===== src/rtl/mem_bus_mux.sv =====
// Routes the arbiter-granted master onto one shared memory slave and returns its response.
// Optional MEM_BUS_MUX_RESP_REG_EN inserts a one-entry response register between slave and master.
module mem_bus_mux #(
  parameter int PORTS = 2,
  parameter int AW    = 32,
  parameter int DW    = 32
) (
  input  logic                       clk,
  input  logic                       rst,
  input  logic [PORTS-1:0]           m_req_valid,
  output logic [PORTS-1:0]           m_req_ready,
  input  logic [PORTS*AW-1:0]        m_req_addr,
  input  logic [PORTS-1:0]           m_req_wen,
  input  logic [PORTS*DW-1:0]        m_req_wdata,
  input  logic [PORTS*DW/8-1:0]      m_req_wmask,
  output logic [PORTS-1:0]           m_resp_valid,
  input  logic [PORTS-1:0]           m_resp_ready,
  output logic [DW-1:0]              m_resp_rdata,
  output logic [PORTS-1:0]           arb_request,
  output logic [PORTS-1:0]           arb_acknowledge,
  input  logic [PORTS-1:0]           arb_grant,
  input  logic                       arb_grant_valid,
  input  logic [$clog2(PORTS)-1:0]   arb_grant_encoded,
  output logic                       s_req_valid,
  input  logic                       s_req_ready,
  output logic [AW-1:0]              s_req_addr,
  output logic                       s_req_wen,
  output logic [DW-1:0]              s_req_wdata,
  output logic [DW/8-1:0]            s_req_wmask,
  input  logic                       s_resp_valid,
  output logic                       s_resp_ready,
  input  logic [DW-1:0]              s_resp_rdata
);

  localparam int SW = $clog2(PORTS);
  localparam int MW = DW / 8;

  typedef enum logic [1:0] {IDLE, ISSUE, RESP} state_t;

  state_t         state_q, state_d;
  logic [SW-1:0]  sel_q, sel_d;

  logic [PORTS-1:0] sel_oh;
  logic [AW-1:0]    sel_addr;
  logic             sel_wen;
  logic [DW-1:0]    sel_wdata;
  logic [MW-1:0]    sel_wmask;

`ifdef MEM_BUS_MUX_RESP_REG_EN
  logic          resp_full_q, resp_full_d;
  logic [DW-1:0] resp_data_q, resp_data_d;
`endif

  always_comb begin
    sel_oh    = '0;
    sel_addr  = '0;
    sel_wen   = 1'b0;
    sel_wdata = '0;
    sel_wmask = '0;
    for (int i = 0; i < PORTS; i++) begin
      if (sel_q == SW'(i)) begin
        sel_oh[i] = 1'b1;
        sel_addr  = m_req_addr[i*AW +: AW];
        sel_wen   = m_req_wen[i];
        sel_wdata = m_req_wdata[i*DW +: DW];
        sel_wmask = m_req_wmask[i*MW +: MW];
      end
    end
  end

  // Outputs are held at zero while rst is high so reset takes effect combinationally.
  always_comb begin
    state_d         = state_q;
    sel_d           = sel_q;
    m_req_ready     = '0;
    m_resp_valid    = '0;
    m_resp_rdata    = '0;
    arb_request     = '0;
    arb_acknowledge = '0;
    s_req_valid     = 1'b0;
    s_req_addr      = '0;
    s_req_wen       = 1'b0;
    s_req_wdata     = '0;
    s_req_wmask     = '0;
    s_resp_ready    = 1'b0;
`ifdef MEM_BUS_MUX_RESP_REG_EN
    resp_full_d     = resp_full_q;
    resp_data_d     = resp_data_q;
`endif
    if (!rst) begin
      case (state_q)
        IDLE: begin
          arb_request = m_req_valid;
          if (arb_grant_valid) begin
            if ((arb_grant & m_req_valid) != '0) begin
              sel_d   = arb_grant_encoded;
              state_d = ISSUE;
            end else begin
              arb_acknowledge = arb_grant;
            end
          end
        end
        ISSUE: begin
          s_req_valid = 1'b1;
          s_req_addr  = sel_addr;
          s_req_wen   = sel_wen;
          s_req_wdata = sel_wdata;
          s_req_wmask = sel_wmask;
          m_req_ready = sel_oh & {PORTS{s_req_ready}};
          if (s_req_ready) state_d = RESP;
        end
        RESP: begin
`ifdef MEM_BUS_MUX_RESP_REG_EN
          s_resp_ready = !resp_full_q;
          if (s_resp_valid && !resp_full_q) begin
            resp_full_d = 1'b1;
            resp_data_d = s_resp_rdata;
          end
          m_resp_valid = sel_oh & {PORTS{resp_full_q}};
          m_resp_rdata = resp_data_q;
          if (resp_full_q && ((m_resp_ready & sel_oh) != '0)) begin
            resp_full_d     = 1'b0;
            arb_acknowledge = sel_oh;
            state_d         = IDLE;
          end
`else
          s_resp_ready = |(m_resp_ready & sel_oh);
          m_resp_valid = sel_oh & {PORTS{s_resp_valid}};
          m_resp_rdata = s_resp_rdata;
          if (s_resp_valid && ((m_resp_ready & sel_oh) != '0)) begin
            arb_acknowledge = sel_oh;
            state_d         = IDLE;
          end
`endif
        end
        default: state_d = IDLE;
      endcase
    end
  end

  always_ff @(posedge clk or posedge rst) begin
    if (rst) begin
      state_q     <= IDLE;
      sel_q       <= '0;
`ifdef MEM_BUS_MUX_RESP_REG_EN
      resp_full_q <= 1'b0;
      resp_data_q <= '0;
`endif
    end else begin
      state_q     <= state_d;
      sel_q       <= sel_d;
`ifdef MEM_BUS_MUX_RESP_REG_EN
      resp_full_q <= resp_full_d;
      resp_data_q <= resp_data_d;
`endif
    end
  end

endmodule


===== config.mk =====
export PLATFORM = sky130hd
export DESIGN_NAME = mem_bus_mux
export DESIGN_NICKNAME = d
export VERILOG_FILES = /design/src/rtl/mem_bus_mux.sv
export SDC_FILE = /design/constraint.sdc
export NUM_CORES = 1
export LEC_CHECK = 0
export CAP_MARGIN = 20
export CORE_AREA = 5 5 110 112
export CTS_CLUSTER_DIAMETER = 100
export DETAILED_ROUTE_END_ITERATION = 6
export DIE_AREA = 0 0 115 117
export GPL_ROUTABILITY_DRIVEN = 1
export GPL_TIMING_DRIVEN = 1
export PLACE_DENSITY_LB_ADDON = 0.12
export REMOVE_ABC_BUFFERS = 1
export SLEW_MARGIN = 40
export SYNTH_ARGS = -nofsm -noshare
export SYNTH_HDL_FRONTEND = slang
export SYNTH_SLANG_ARGS = --single-unit

===== constraint.sdc =====
create_clock -name clk -period 1.4 [get_ports clk]
set_input_delay 0.21 -clock clk [delete_from_list [all_inputs] [get_ports clk]]
set_output_delay 0.21 -clock clk [all_outputs]
set_load 0.005 [all_outputs]

# Yosys cells after proc, flatten, opt, wreduce, memory -nomap -nowiden
# Cells that the tools add are included.
# classes
bitwise_logic,5
eq_ne,6
mux,36
n_reduce_logical,7
# op_table
op,count
32-bit two-way mux,8
2-bit two-way mux,14
4-bit two-way mux,3
1-bit two-way mux,9
2-bit bitwise AND,4
2-bit inequality test (second input constant),4
2-bit case mux with 3 select lines,1
5-bit AND reduction,1
2-bit case mux with 2 select lines,1
4-bit AND reduction,1
2-bit nonzero test,2
2-bit by 1-bit == test with 1-bit output (second input constant),1
2-bit == test (second input constant),1
2-bit zero test,1
2-bit OR reduction,1
1-bit logical AND,1
1-bit inverter,1
# word_totals
wordCells,56
output_inout_bits,111
regBits,3
inputBits,182

# Depth between registers and ports, before layout
# logic_depth
word_depth,7
mapped_depth,6
ltp_nobuf,5

# Worst setup path before layout
# No wires, ideal clock.
# synth_path
path_type,flip-flop to output port
start,register state_q[1]
end,output port s_req_addr[21]
t_required_ps,1190
n_path_buf,3
path_stages_with_launch,6
arrival_ps,1261
setup_slack_ps,-71
path_cell_list,dfrtp_1 > or3_1 > buf_2 > buf_6 > buf_6 > nor2_1
# synth_between
elab_chain_cells,3
# synth_lines
item,line_no,rtl
"start, declared",40,"state_t state_q, state_d;"
"start signal, assigned",150,state_q <= state_d;
2-bit by 1-bit == test with 1-bit output,91,case (state_q)
32-bit two-way mux,91,
32-bit two-way mux,90,if (!rst) begin
"end, declared",26,"output logic [AW-1:0] s_req_addr,"
# Every way passes these cells.

# Worst setup path in the final report
# layout_path
start,register state_q[1]
end,output port s_req_wdata[28]
# layout_between
elab_chain_cells,3
# layout_lines
item,line_no,rtl
2-bit by 1-bit == test with 1-bit output,91,
32-bit two-way mux,91,
32-bit two-way mux,90,
"end, declared",28,"output logic [DW-1:0] s_req_wdata,"
# Every way passes these cells.

==> qor.csv <==
metric,value,unit
period_needed,1907,ps
power.share.clock,7.4,%
cts_tree,built,
cts_buffers,3,
drt_iter0_markers,32,
path_class,flop to output pin,
status,"finished, violations left",
final-instance-count-excl-fill,708,
overflow,0,
p_switching,0.002565,W
synth_top_area_cell,mux2i_1,
cts_buffer_depth,2,
crit_family,simple AND/OR/NAND/NOR gates,
yosysWarnings,0,
layout.nets,748,
start_kind,flop,
max_stage_delay,470,ps
internal_power,0.003585,W
netlist.area_leader.share,45.79,%
netlist_area,1530,um2
via_per_inst,4.304,
grt_util_all_layers,15.33,%
worstPathBufferInverterCount,4,
die_w,115,um
worstSkewPairLatency,220,ps
worst_hold_slack,187.9,ps
p_leak,2.643,nW
rows,39,
end_kind,output pin,
reg2reg_from,state_q[1],
drive_above_1_share,48.14,%
h-tree-depth,1,
reg2reg_to,sel_q,
cts_sinks,3,
ys_top_cells_by_area,"mux2i_1, nor2_1, and3_1",
cap_violations,0,
drt_pre_antenna_iters,4,
antenna_found_initial,0,
yosysSeqAreaShare,4.906,%
max_slew_margin,76.75,%
worstPathArrival,1700,ps
cellPowerDensity,1059,nW/um2
setup_viol,113,
fin_crit_sh,136.2,%
hp-class,input port to async pin,
reg2reg_depth,5,
worstPathRequired,1190,ps
ant_nets,0,
ir_worst_vdd,0.0005081,V
timing.final.ws_setup,-506.9,ps
avgRoutedWirePerCell,18.55,um
clk_pin_slew,30,ps
regArea,78.83,um2
pin_count,293,
dp_hpwl,9.644,mm
detail_route.drc_violations,0,
p_seq_share,4.2,%
path_cells,"or3_4, buf_6, clkbuf_16, buf_8, nor2_2, buf_2",
diodes,0,
core_area,11130,um2
multi_input_area,1961,um2
grt_first_pass_wirelength,16.08,mm
synth_cell_types,21,
start_util,13.75,%
wl,13.13,mm
sw_frac_of_total,41.70,%
grt_max_degree,41,
fin_skew,1.218,ps
cts-root-buf,clkbuf_16,
dieArea,13460,um2
post-place-cells,665,
synth-seq-cells,3,
fillers,1056,
syn_avg_cell_area,6.624,um2
numPortBuffers,292,
finalHoldViolations,0,
vias,3047,
pwr-share-comb,88.4,%
critPathSlowestCell,or3_4,
rsz0062_at_grt,true,
die_h,117,um
worst-slew-pin-transition,339.1,ps
synth_cells,231,
setup_tns,-37730,ps
post-place-ws,-866.4,ps
gp_congestion,0.7853,
grt_pass1_vias,2901,
maxSlewViolCount,0,
ff2ff_setup_slack,-70,ps
cp_max_fo,5,
failed_checks,negative setup slack,
syn_to_final_growth,279.4,%
fmax,524.4,MHz
finalPower,0.006150,W
[cells by family (layout without fill, tap and decap cells)]
| group | Yosys count | after routing | share of synthesized area [%] |
|---|---|---|---|
| buffers and inverters | 28 | 361 | 8.912 |
| AOI/OAI and AO/OA | 6 | 6 | 2.453 |
| and+or+nand+nor | 123 | 124 | 37.20 |
| muxes | 71 | 71 | 46.52 |
| DFF | 3 | 3 | 4.906 |
[what timing repair did]
| action | CTS | global route |
|---|---|---|
| endpoints found under the setup margin | 114 | 113 |
| buffers inserted | 4 | 25 |
| hold endpoints to repair | 0 | 0 |
| pin swaps | 5 | 83 |
| hold buffers | 0 | 0 |
| gates cloned | 2 | 14 |
| resized for setup | 223 | 401 |
[power groups by stage]
stage | clock network [W] | logic, W | registers, W
finish | 0.000456 | 0.00543 | 0.000260
global route | 0.000470 | 0.00578 | 0.000270
CTS | 0.000461 | 0.00391 | 0.000210
detailed placement | 0 | 0.00381 | 0.000203
global placement | 0 | 0.00379 | 0.000203
floorplan | 0 | 0.00109 | 0.000453
[stage by stage]
| step | utilization [%] | instance area [um2] |
|---|---|---|
| final | 52.18 | 5806 |
| after global routing | 52.18 | 5806 |
| after floorplan | - | 1409 |
| after CTS | 44.48 | 4949 |
| after detailed placement | 42.70 | 4751 |
| after global placement | 42.70 | 4751 |
[worst max path at each step]
stage / slack, ps / to / startpoint / cells past startpoint
6_report: -510 / s_req_wdata[28] / state_q[1] / 6
5_1_grt: -550 / s_req_wdata[28] / state_q[1] / 6
4_1_cts: -720 / s_req_wdata[27] / state_q[0] / 5
3_5_place_dp: -870 / s_req_addr[24] / rst / 5
3_3_place_gp: -830 / s_req_addr[31] / rst / 5
2_1_floorplan: -1740 / state_q[1] / sel_q / 3
[worst reg2reg max path, delay by kind of cell, from the launching register on]
family | cells | cell delay [ps]
buffers and inverters | 2 | 430
AND/OR/NAND/NOR | 2 | 180
multiplexers | 1 | 350
flip-flops | 1 | 400
[Yosys cell counts (all sizes together)]
cell    instances
inv             4
clkbuf          9
nor3            1
nand3           1
nor2           77
nand2           3
or3             1
buf            15
a21boi          2
and3           32
dfrtp           3
mux2i          70
nor3b           1
mux2            1
o21ai           3
nand4           4
a22oi           1
nand3b          1
and2            2
[registers in the layout (all words and copies together) (netlist names)]
name     cells
state_q      2
sel_q        1
[final cells by class]
class | instances | share of cell area, %
Timing Repair Buffer | 353 | 60.13
Multi-Input combinational cell | 201 | 33.77
Tap cell | 143 | 3.082
Sequential cell | 3 | 1.358
Clock buffer | 4 | 1.358
Inverter | 4 | 0.3017
[per-layer routing]
metal / routed length, um / track usage (%) / up-vias
met3: 1524 / 7.558 / 16
met2: 7048 / 29.86 / 179
li1: - / - / 1479
met4: 244 / 3.912 / 0
met5: 0 / 0 / -
met1: 4317 / 14.14 / 1373
[layout by cell type, fill, tap and decap left out, types with 4 or more instances in the layout]
cell	count
and3_4	21
mux2i_4	4
buf_8	4
buf_6	65
buf_4	13
buf_12	5
nor2_2	10
nor2_1	17
mux2i_1	58
clkdlybuf4s50_1	182
nand4_1	4
clkbuf_16	12
nor2_4	50
dlygate4sd2_1	4
mux2i_2	8
buf_2	59
and3_1	11
clkbuf_2	7
No activity file was read; power rests on OpenSTA's default activity.
